**src/rtl/ysyx_24110015_axi_arbiter.sv**
```systemverilog
// Two-master AXI-lite arbiter: IFU (read-only) and LSU (read/write) share one
// downstream port. Grant is held until the response handshake; a watchdog
// turns a silent downstream into a decode-error response.
//
// state | meaning
// IDLE  | no grant; arbitrate LSU read > LSU write > IFU read
// IFU_R | IFU AR/R connected to downstream
// LSU_R | LSU AR/R connected to downstream
// LSU_W | LSU AW/W/B connected to downstream
// ERR_R | read aborted; owner sees rresp=DECERR until rready
// ERR_W | write aborted; LSU sees bresp=DECERR until bready, AW/W absorbed
module ysyx_24110015_axi_arbiter #(
    parameter int TIMEOUT_CYCLES = 1023
) (
    input  logic        clk,
    input  logic        rst,
    // IFU port
    input  logic [31:0] ifu_s_araddr,
    input  logic [2:0]  ifu_s_arsize,
    input  logic        ifu_s_arvalid,
    output logic        ifu_s_arready,
    output logic [31:0] ifu_s_rdata,
    output logic [1:0]  ifu_s_rresp,
    output logic        ifu_s_rvalid,
    input  logic        ifu_s_rready,
    output logic        ifu_s_awready,
    output logic        ifu_s_wready,
    output logic        ifu_s_bvalid,
    output logic [1:0]  ifu_s_bresp,
    // LSU port
    input  logic [31:0] lsu_s_awaddr,
    input  logic [2:0]  lsu_s_awsize,
    input  logic        lsu_s_awvalid,
    output logic        lsu_s_awready,
    input  logic [31:0] lsu_s_wdata,
    input  logic [3:0]  lsu_s_wstrb,
    input  logic        lsu_s_wvalid,
    output logic        lsu_s_wready,
    output logic [1:0]  lsu_s_bresp,
    output logic        lsu_s_bvalid,
    input  logic        lsu_s_bready,
    input  logic [31:0] lsu_s_araddr,
    input  logic [2:0]  lsu_s_arsize,
    input  logic        lsu_s_arvalid,
    output logic        lsu_s_arready,
    output logic [31:0] lsu_s_rdata,
    output logic [1:0]  lsu_s_rresp,
    output logic        lsu_s_rvalid,
    input  logic        lsu_s_rready,
    // downstream port
    output logic [31:0] mem_m_awaddr,
    output logic [2:0]  mem_m_awsize,
    output logic        mem_m_awvalid,
    input  logic        mem_m_awready,
    output logic [31:0] mem_m_wdata,
    output logic [3:0]  mem_m_wstrb,
    output logic        mem_m_wvalid,
    input  logic        mem_m_wready,
    input  logic [1:0]  mem_m_bresp,
    input  logic        mem_m_bvalid,
    output logic        mem_m_bready,
    output logic [31:0] mem_m_araddr,
    output logic [2:0]  mem_m_arsize,
    output logic        mem_m_arvalid,
    input  logic        mem_m_arready,
    input  logic [31:0] mem_m_rdata,
    input  logic [1:0]  mem_m_rresp,
    input  logic        mem_m_rvalid,
    output logic        mem_m_rready
);

    typedef enum logic [2:0] {IDLE, IFU_R, LSU_R, LSU_W, ERR_R, ERR_W} state_t;

    localparam logic [15:0] WDOG_LIMIT = 16'(TIMEOUT_CYCLES);
    localparam logic [1:0]  RESP_DECERR = 2'b11;

    state_t      state, state_next;
    logic [15:0] wdog;
    logic        owner_lsu;
    logic        timeout;

    assign timeout = (wdog == WDOG_LIMIT);

    // State, watchdog and read-owner registers
    always_ff @(posedge clk) begin
        if (rst) begin
            state     <= IDLE;
            wdog      <= '0;
            owner_lsu <= 1'b0;
        end else begin
            state <= state_next;
            if (state == IFU_R || state == LSU_R || state == LSU_W)
                wdog <= wdog + 16'd1;
            else
                wdog <= '0;
            // only consulted after a read grant, which IDLE always precedes
            if (state == IDLE)
                owner_lsu <= lsu_s_arvalid;
        end
    end

    // Next-state decode and channel routing
    always_comb begin
        state_next    = state;
        ifu_s_arready = 1'b0;
        ifu_s_rdata   = '0;
        ifu_s_rresp   = '0;
        ifu_s_rvalid  = 1'b0;
        ifu_s_awready = 1'b0;
        ifu_s_wready  = 1'b0;
        ifu_s_bvalid  = 1'b0;
        ifu_s_bresp   = '0;
        lsu_s_awready = 1'b0;
        lsu_s_wready  = 1'b0;
        lsu_s_bresp   = '0;
        lsu_s_bvalid  = 1'b0;
        lsu_s_arready = 1'b0;
        lsu_s_rdata   = '0;
        lsu_s_rresp   = '0;
        lsu_s_rvalid  = 1'b0;
        mem_m_awaddr  = '0;
        mem_m_awsize  = '0;
        mem_m_awvalid = 1'b0;
        mem_m_wdata   = '0;
        mem_m_wstrb   = '0;
        mem_m_wvalid  = 1'b0;
        mem_m_bready  = 1'b0;
        mem_m_araddr  = '0;
        mem_m_arsize  = '0;
        mem_m_arvalid = 1'b0;
        mem_m_rready  = 1'b0;

        case (state)
            IDLE: begin
                if (lsu_s_arvalid)      state_next = LSU_R;
                else if (lsu_s_awvalid) state_next = LSU_W;
                else if (ifu_s_arvalid) state_next = IFU_R;
            end
            IFU_R: begin
                mem_m_araddr  = ifu_s_araddr;
                mem_m_arsize  = ifu_s_arsize;
                mem_m_arvalid = ifu_s_arvalid;
                ifu_s_arready = mem_m_arready;
                ifu_s_rdata   = mem_m_rdata;
                ifu_s_rresp   = mem_m_rresp;
                ifu_s_rvalid  = mem_m_rvalid;
                mem_m_rready  = ifu_s_rready;
                if (mem_m_rvalid && ifu_s_rready) state_next = IDLE;
                else if (timeout)                 state_next = ERR_R;
            end
            LSU_R: begin
                mem_m_araddr  = lsu_s_araddr;
                mem_m_arsize  = lsu_s_arsize;
                mem_m_arvalid = lsu_s_arvalid;
                lsu_s_arready = mem_m_arready;
                lsu_s_rdata   = mem_m_rdata;
                lsu_s_rresp   = mem_m_rresp;
                lsu_s_rvalid  = mem_m_rvalid;
                mem_m_rready  = lsu_s_rready;
                if (mem_m_rvalid && lsu_s_rready) state_next = IDLE;
                else if (timeout)                 state_next = ERR_R;
            end
            LSU_W: begin
                mem_m_awaddr  = lsu_s_awaddr;
                mem_m_awsize  = lsu_s_awsize;
                mem_m_awvalid = lsu_s_awvalid;
                lsu_s_awready = mem_m_awready;
                mem_m_wdata   = lsu_s_wdata;
                mem_m_wstrb   = lsu_s_wstrb;
                mem_m_wvalid  = lsu_s_wvalid;
                lsu_s_wready  = mem_m_wready;
                lsu_s_bresp   = mem_m_bresp;
                lsu_s_bvalid  = mem_m_bvalid;
                mem_m_bready  = lsu_s_bready;
                if (mem_m_bvalid && lsu_s_bready) state_next = IDLE;
                else if (timeout)                 state_next = ERR_W;
            end
            ERR_R: begin
                if (owner_lsu) begin
                    lsu_s_rvalid = 1'b1;
                    lsu_s_rresp  = RESP_DECERR;
                    if (lsu_s_rready) state_next = IDLE;
                end else begin
                    ifu_s_rvalid = 1'b1;
                    ifu_s_rresp  = RESP_DECERR;
                    if (ifu_s_rready) state_next = IDLE;
                end
            end
            ERR_W: begin
                // swallow any AW/W still outstanding so the LSU can move on
                lsu_s_awready = 1'b1;
                lsu_s_wready  = 1'b1;
                lsu_s_bvalid  = 1'b1;
                lsu_s_bresp   = RESP_DECERR;
                if (lsu_s_bready) state_next = IDLE;
            end
            default: state_next = IDLE;
        endcase
    end

endmodule

```
**config.mk**
```make
export PLATFORM = sky130hd
export DESIGN_NAME = ysyx_24110015_axi_arbiter
export DESIGN_NICKNAME = d
export VERILOG_FILES = /design/src/rtl/ysyx_24110015_axi_arbiter.sv
export SDC_FILE = /design/constraint.sdc
export NUM_CORES = 1
export LEC_CHECK = 0
export ABC_AREA = 0
export CAP_MARGIN = 20
export CORE_AREA = 5 5 144 146
export CTS_CLUSTER_DIAMETER = 50
export DETAILED_ROUTE_END_ITERATION = 7
export DIE_AREA = 0 0 149 151
export PLACE_DENSITY = 0.55
export SLEW_MARGIN = 0
export SYNTH_ARGS = -nofsm -noshare
export SYNTH_HDL_FRONTEND = slang
export SYNTH_SLANG_ARGS = --single-unit
export TNS_END_PERCENT = 30
```
**constraint.sdc**
```tcl
create_clock -name clk -period 2.5 [get_ports clk]
set_clock_uncertainty 0.15 [all_clocks]
set_input_delay 0.5 -clock clk [delete_from_list [all_inputs] [get_ports clk]]
set_output_delay 0.5 -clock clk [all_outputs]
set_load 0.03 [all_outputs]
```
==> reports/qor.csv <==
stage,metric,value,unit
run_status,status,finished clean,
yosys,area share of the largest cell type after synthesis,35.7,%
power_and_ir_drop,leakage,2.96,nW
yosys,"Avg Cell Area, Syn",6.98,um^2
route,Routed wire per std cell,16.9,um
power_and_ir_drop,Comb pwr share,76.7,%
sta,Slew Limit Headroom,57.9,%
route,Routed WL,16600,um
yosys,Syn Inst Count,354,
placed_design,hpwl dp,14400,um
sta,Peak Freq,0.414,GHz
yosys,"EDFF count, synth",0,
power_and_ir_drop,Power Density,448,nW/um^2
global_routing,largest net degree at the start of global routing,76,
placed_design,# port buffers,378,
clock_network,H-tree levels,1,
power_and_ir_drop,clock share of power,11.8,%
layout,final std cells w/o fill,981,
sta,RSZ-0062 raised after global routing,yes,
clock_network,buffers inserted by post-CTS timing repair,0,
floorplan,chip width,149,um
worst_setup_path,Setup CP Type,reg2out,
yosys,Post-synth top cells,"and2_1 (141), a22o_1 (37), clkbuf_1 (22), dfxtp_1 (20), nor2_1 (20)",
power_and_ir_drop,Sw Ratio,43.5,%
route,initial drt markers,99,
global_routing,"Remaining Overflow, GRT",0,
placed_design,Place WS,140,ps
layout,share of layout cells above drive strength 1,30.9,%
floorplan,core area,19300,um^2
sta,final setup fails,0,
worst_setup_path,R2R Path Start,state[2]$_SDFFE_PP0P_,
yosys,most common cell in the netlist,and2_1,
clock_network,Worst-path clk slew,50,ps
job,Max Cap Viol,0,
clock_network,CTS Root Cell,clkbuf_16,
floorplan,Rows,51,
route,Post-DRT Antenna Nets,0,
clock_network,CTS buffer count,3,
placed_design,Cells after DPL,977,
clock_network,Skew-Pair Late Insertion Delay,250,ps
route,drt first pass iters,4,
floorplan,chip height,151,um
floorplan,Starting Density,12.8,%
worst_setup_path,Critical Path AT,1770,ps
yosys,register area share after synthesis,16.2,%
floorplan,Ports,384,
sta,Min Hold Slack,294,ps
worst_setup_path,startpoint types,flip-flop,
clock_network,CTS tree,built,
power_and_ir_drop,VDD IR-drop max,0.205,mV
sta,Final min period,2420,ps
sta,final hold violations,0,
clock_network,CTS Sinks,20,
yosys,main area contributors after synthesis,"and2_1 (36%), dfxtp_1 (16%), a22o_1 (13%), clkbuf_1 (3.3%), a21oi_1 (3.2%)",
clock_network,CTS Hold Bufs,0,
floorplan,DIE AREA,22500,um^2
yosys,mapped cell area,2470,um^2
sta,final worst slack,81.8,ps
min_path,hold path start,wdog[0]$_SDFF_PP0_,
global_routing,first-pass GRT wire length,23000,um
yosys,Async SR Flop Fraction,0,%
power_and_ir_drop,Final Power,3.02,mW
layout,Antenna diodes,0,
yosys,cell accounting for the most synthesized area,and2_1,
yosys,ys flop type,dfxtp_1,
layout,fin nets,909,
worst_setup_path,crit end category,output port,
placed_design,placer congestion estimate,0.881,
yosys,synth unique cells,42,
sta,Max Slew Vio Count,0,
route,drc violations,0,
global_routing,antenna violations before repair,0,
route,Via-to-Cell Ratio,3.80,
global_routing,vias in the first global route,3687,
global_routing,gr usage total,13.3,%
worst_setup_path,CP max FO,23,
worst_setup_path,critical path data required time,1850,ps
yosys,"Warnings, synthesis",0,
route,via count of the routed design,3727,
power_and_ir_drop,Seq pwr share,11.5,%
layout,area growth from synthesis to layout,173,%
yosys,synthesized flop and latch total,20,
power_and_ir_drop,Internal,1.71,mW
power_and_ir_drop,P_sw,1.31,mW
min_path,worst hold path type,reg2reg,
worst_setup_path,Critical Path Source,state[1]$_SDFFE_PP0P_,
sta,crit share post-route,96.7,%
sta,worst-margin pin slew,632,ps
clock_network,CTS max path bufs,2,
## power by group through the flow
stage          clock (mW)  combinational [mW]  sequential (mW)
6_report            0.358                2.32            0.347
5_1_grt             0.390                2.43            0.349
4_1_cts             0.369                2.31            0.346
3_5_place_dp            0                2.28            0.353
3_3_place_gp            0                2.30            0.352
2_1_floorplan           0                1.09            0.347
## repair_timing
item                                   CTS  global route
resized for setup                        4            12
endpoints found under the hold margin    0             0
setup endpoints to repair               88           154
## worst max-delay path, stage by stage, from the launching register on
cell     delay (ps)
dfxtp_2         380
buf_4           180
and2b_1         150
nor2b_4         190
buf_8           200
a22o_1          250
buf_12          150
## metal layers
layer | share of wire (%) | up-vias | track usage (%)
met2 | 53 | 182 | 25.4
met3 | 9.1 | 5 | 3.62
li1 | - | 1896 | -
met4 | 0.28 | 0 | 1.10
met5 | 0 | - | 0
met1 | 38 | 1644 | 15.5
## cell families (layout without fill, tap and decap cells)
group           Yosys count  in the layout  share of synthesized area (%)
other cells               1              5                          0.152
simple gates            212            212                           50.5
flops                    20             20                           16.2
buf+inv                  38            396                           7.24
compound gates           69             69                           20.6
mux                       3              3                           1.27
fa+ha+maj                 1              1                          0.507
xor+xnor                 10             10                           3.55
## layout by cell type (no fill, tap or decap), drive strengths merged, types with 5 or more instances in the layout
cell type      count
nor2b              9
nor2              20
o21ai              7
xor2               8
a22o              37
dfxtp             20
nand2             17
nand3              5
clkdlybuf4s50    190
and2             141
buf              200
conb               5
a21oi             16
## worst paths after layout
kind                                              end  slack [ps]  depth (start not counted)
worst max-delay path                 mem_m_araddr[26]          80                          6
worst min-delay path               wdog[0]$_SDFF_PP0_         290                          1
worst max register to register  state[0]$_SDFFE_PP0P_         480                          5
worst min register to register     wdog[0]$_SDFF_PP0_         290                          1
## registers in the layout, summed over array words and instances, names as in the netlist
| signal | flops |
|---|---|
| state | 3 |
| wdog | 16 |
| owner_lsu | 1 |
## cell type report
| class | count | area (um^2) |
|---|---|---|
| inverters | 2 | 7.51 |
| clock buffers | 4 | 88.8 |
| flip-flops and latches | 20 | 402 |
| well taps | 265 | 332 |
| repair buffers | 390 | 3910 |
| fillers | 2031 | 12500 |
| multi-input cells | 300 | 2000 |
## stage by stage
step / TNS (ps) / util (%) / instance area, um^2
5_1_grt: -622 / 35.0 / 6740
4_1_cts: -35.1 / 34.6 / 6670
3_3_place_gp: 0 / 34.0 / 6550
3_5_place_dp: 0 / 34.0 / 6550
6_report: 0 / 35.0 / 6740
2_1_floorplan: 0 / - / 2480
(Power assumes the default switching activity.)
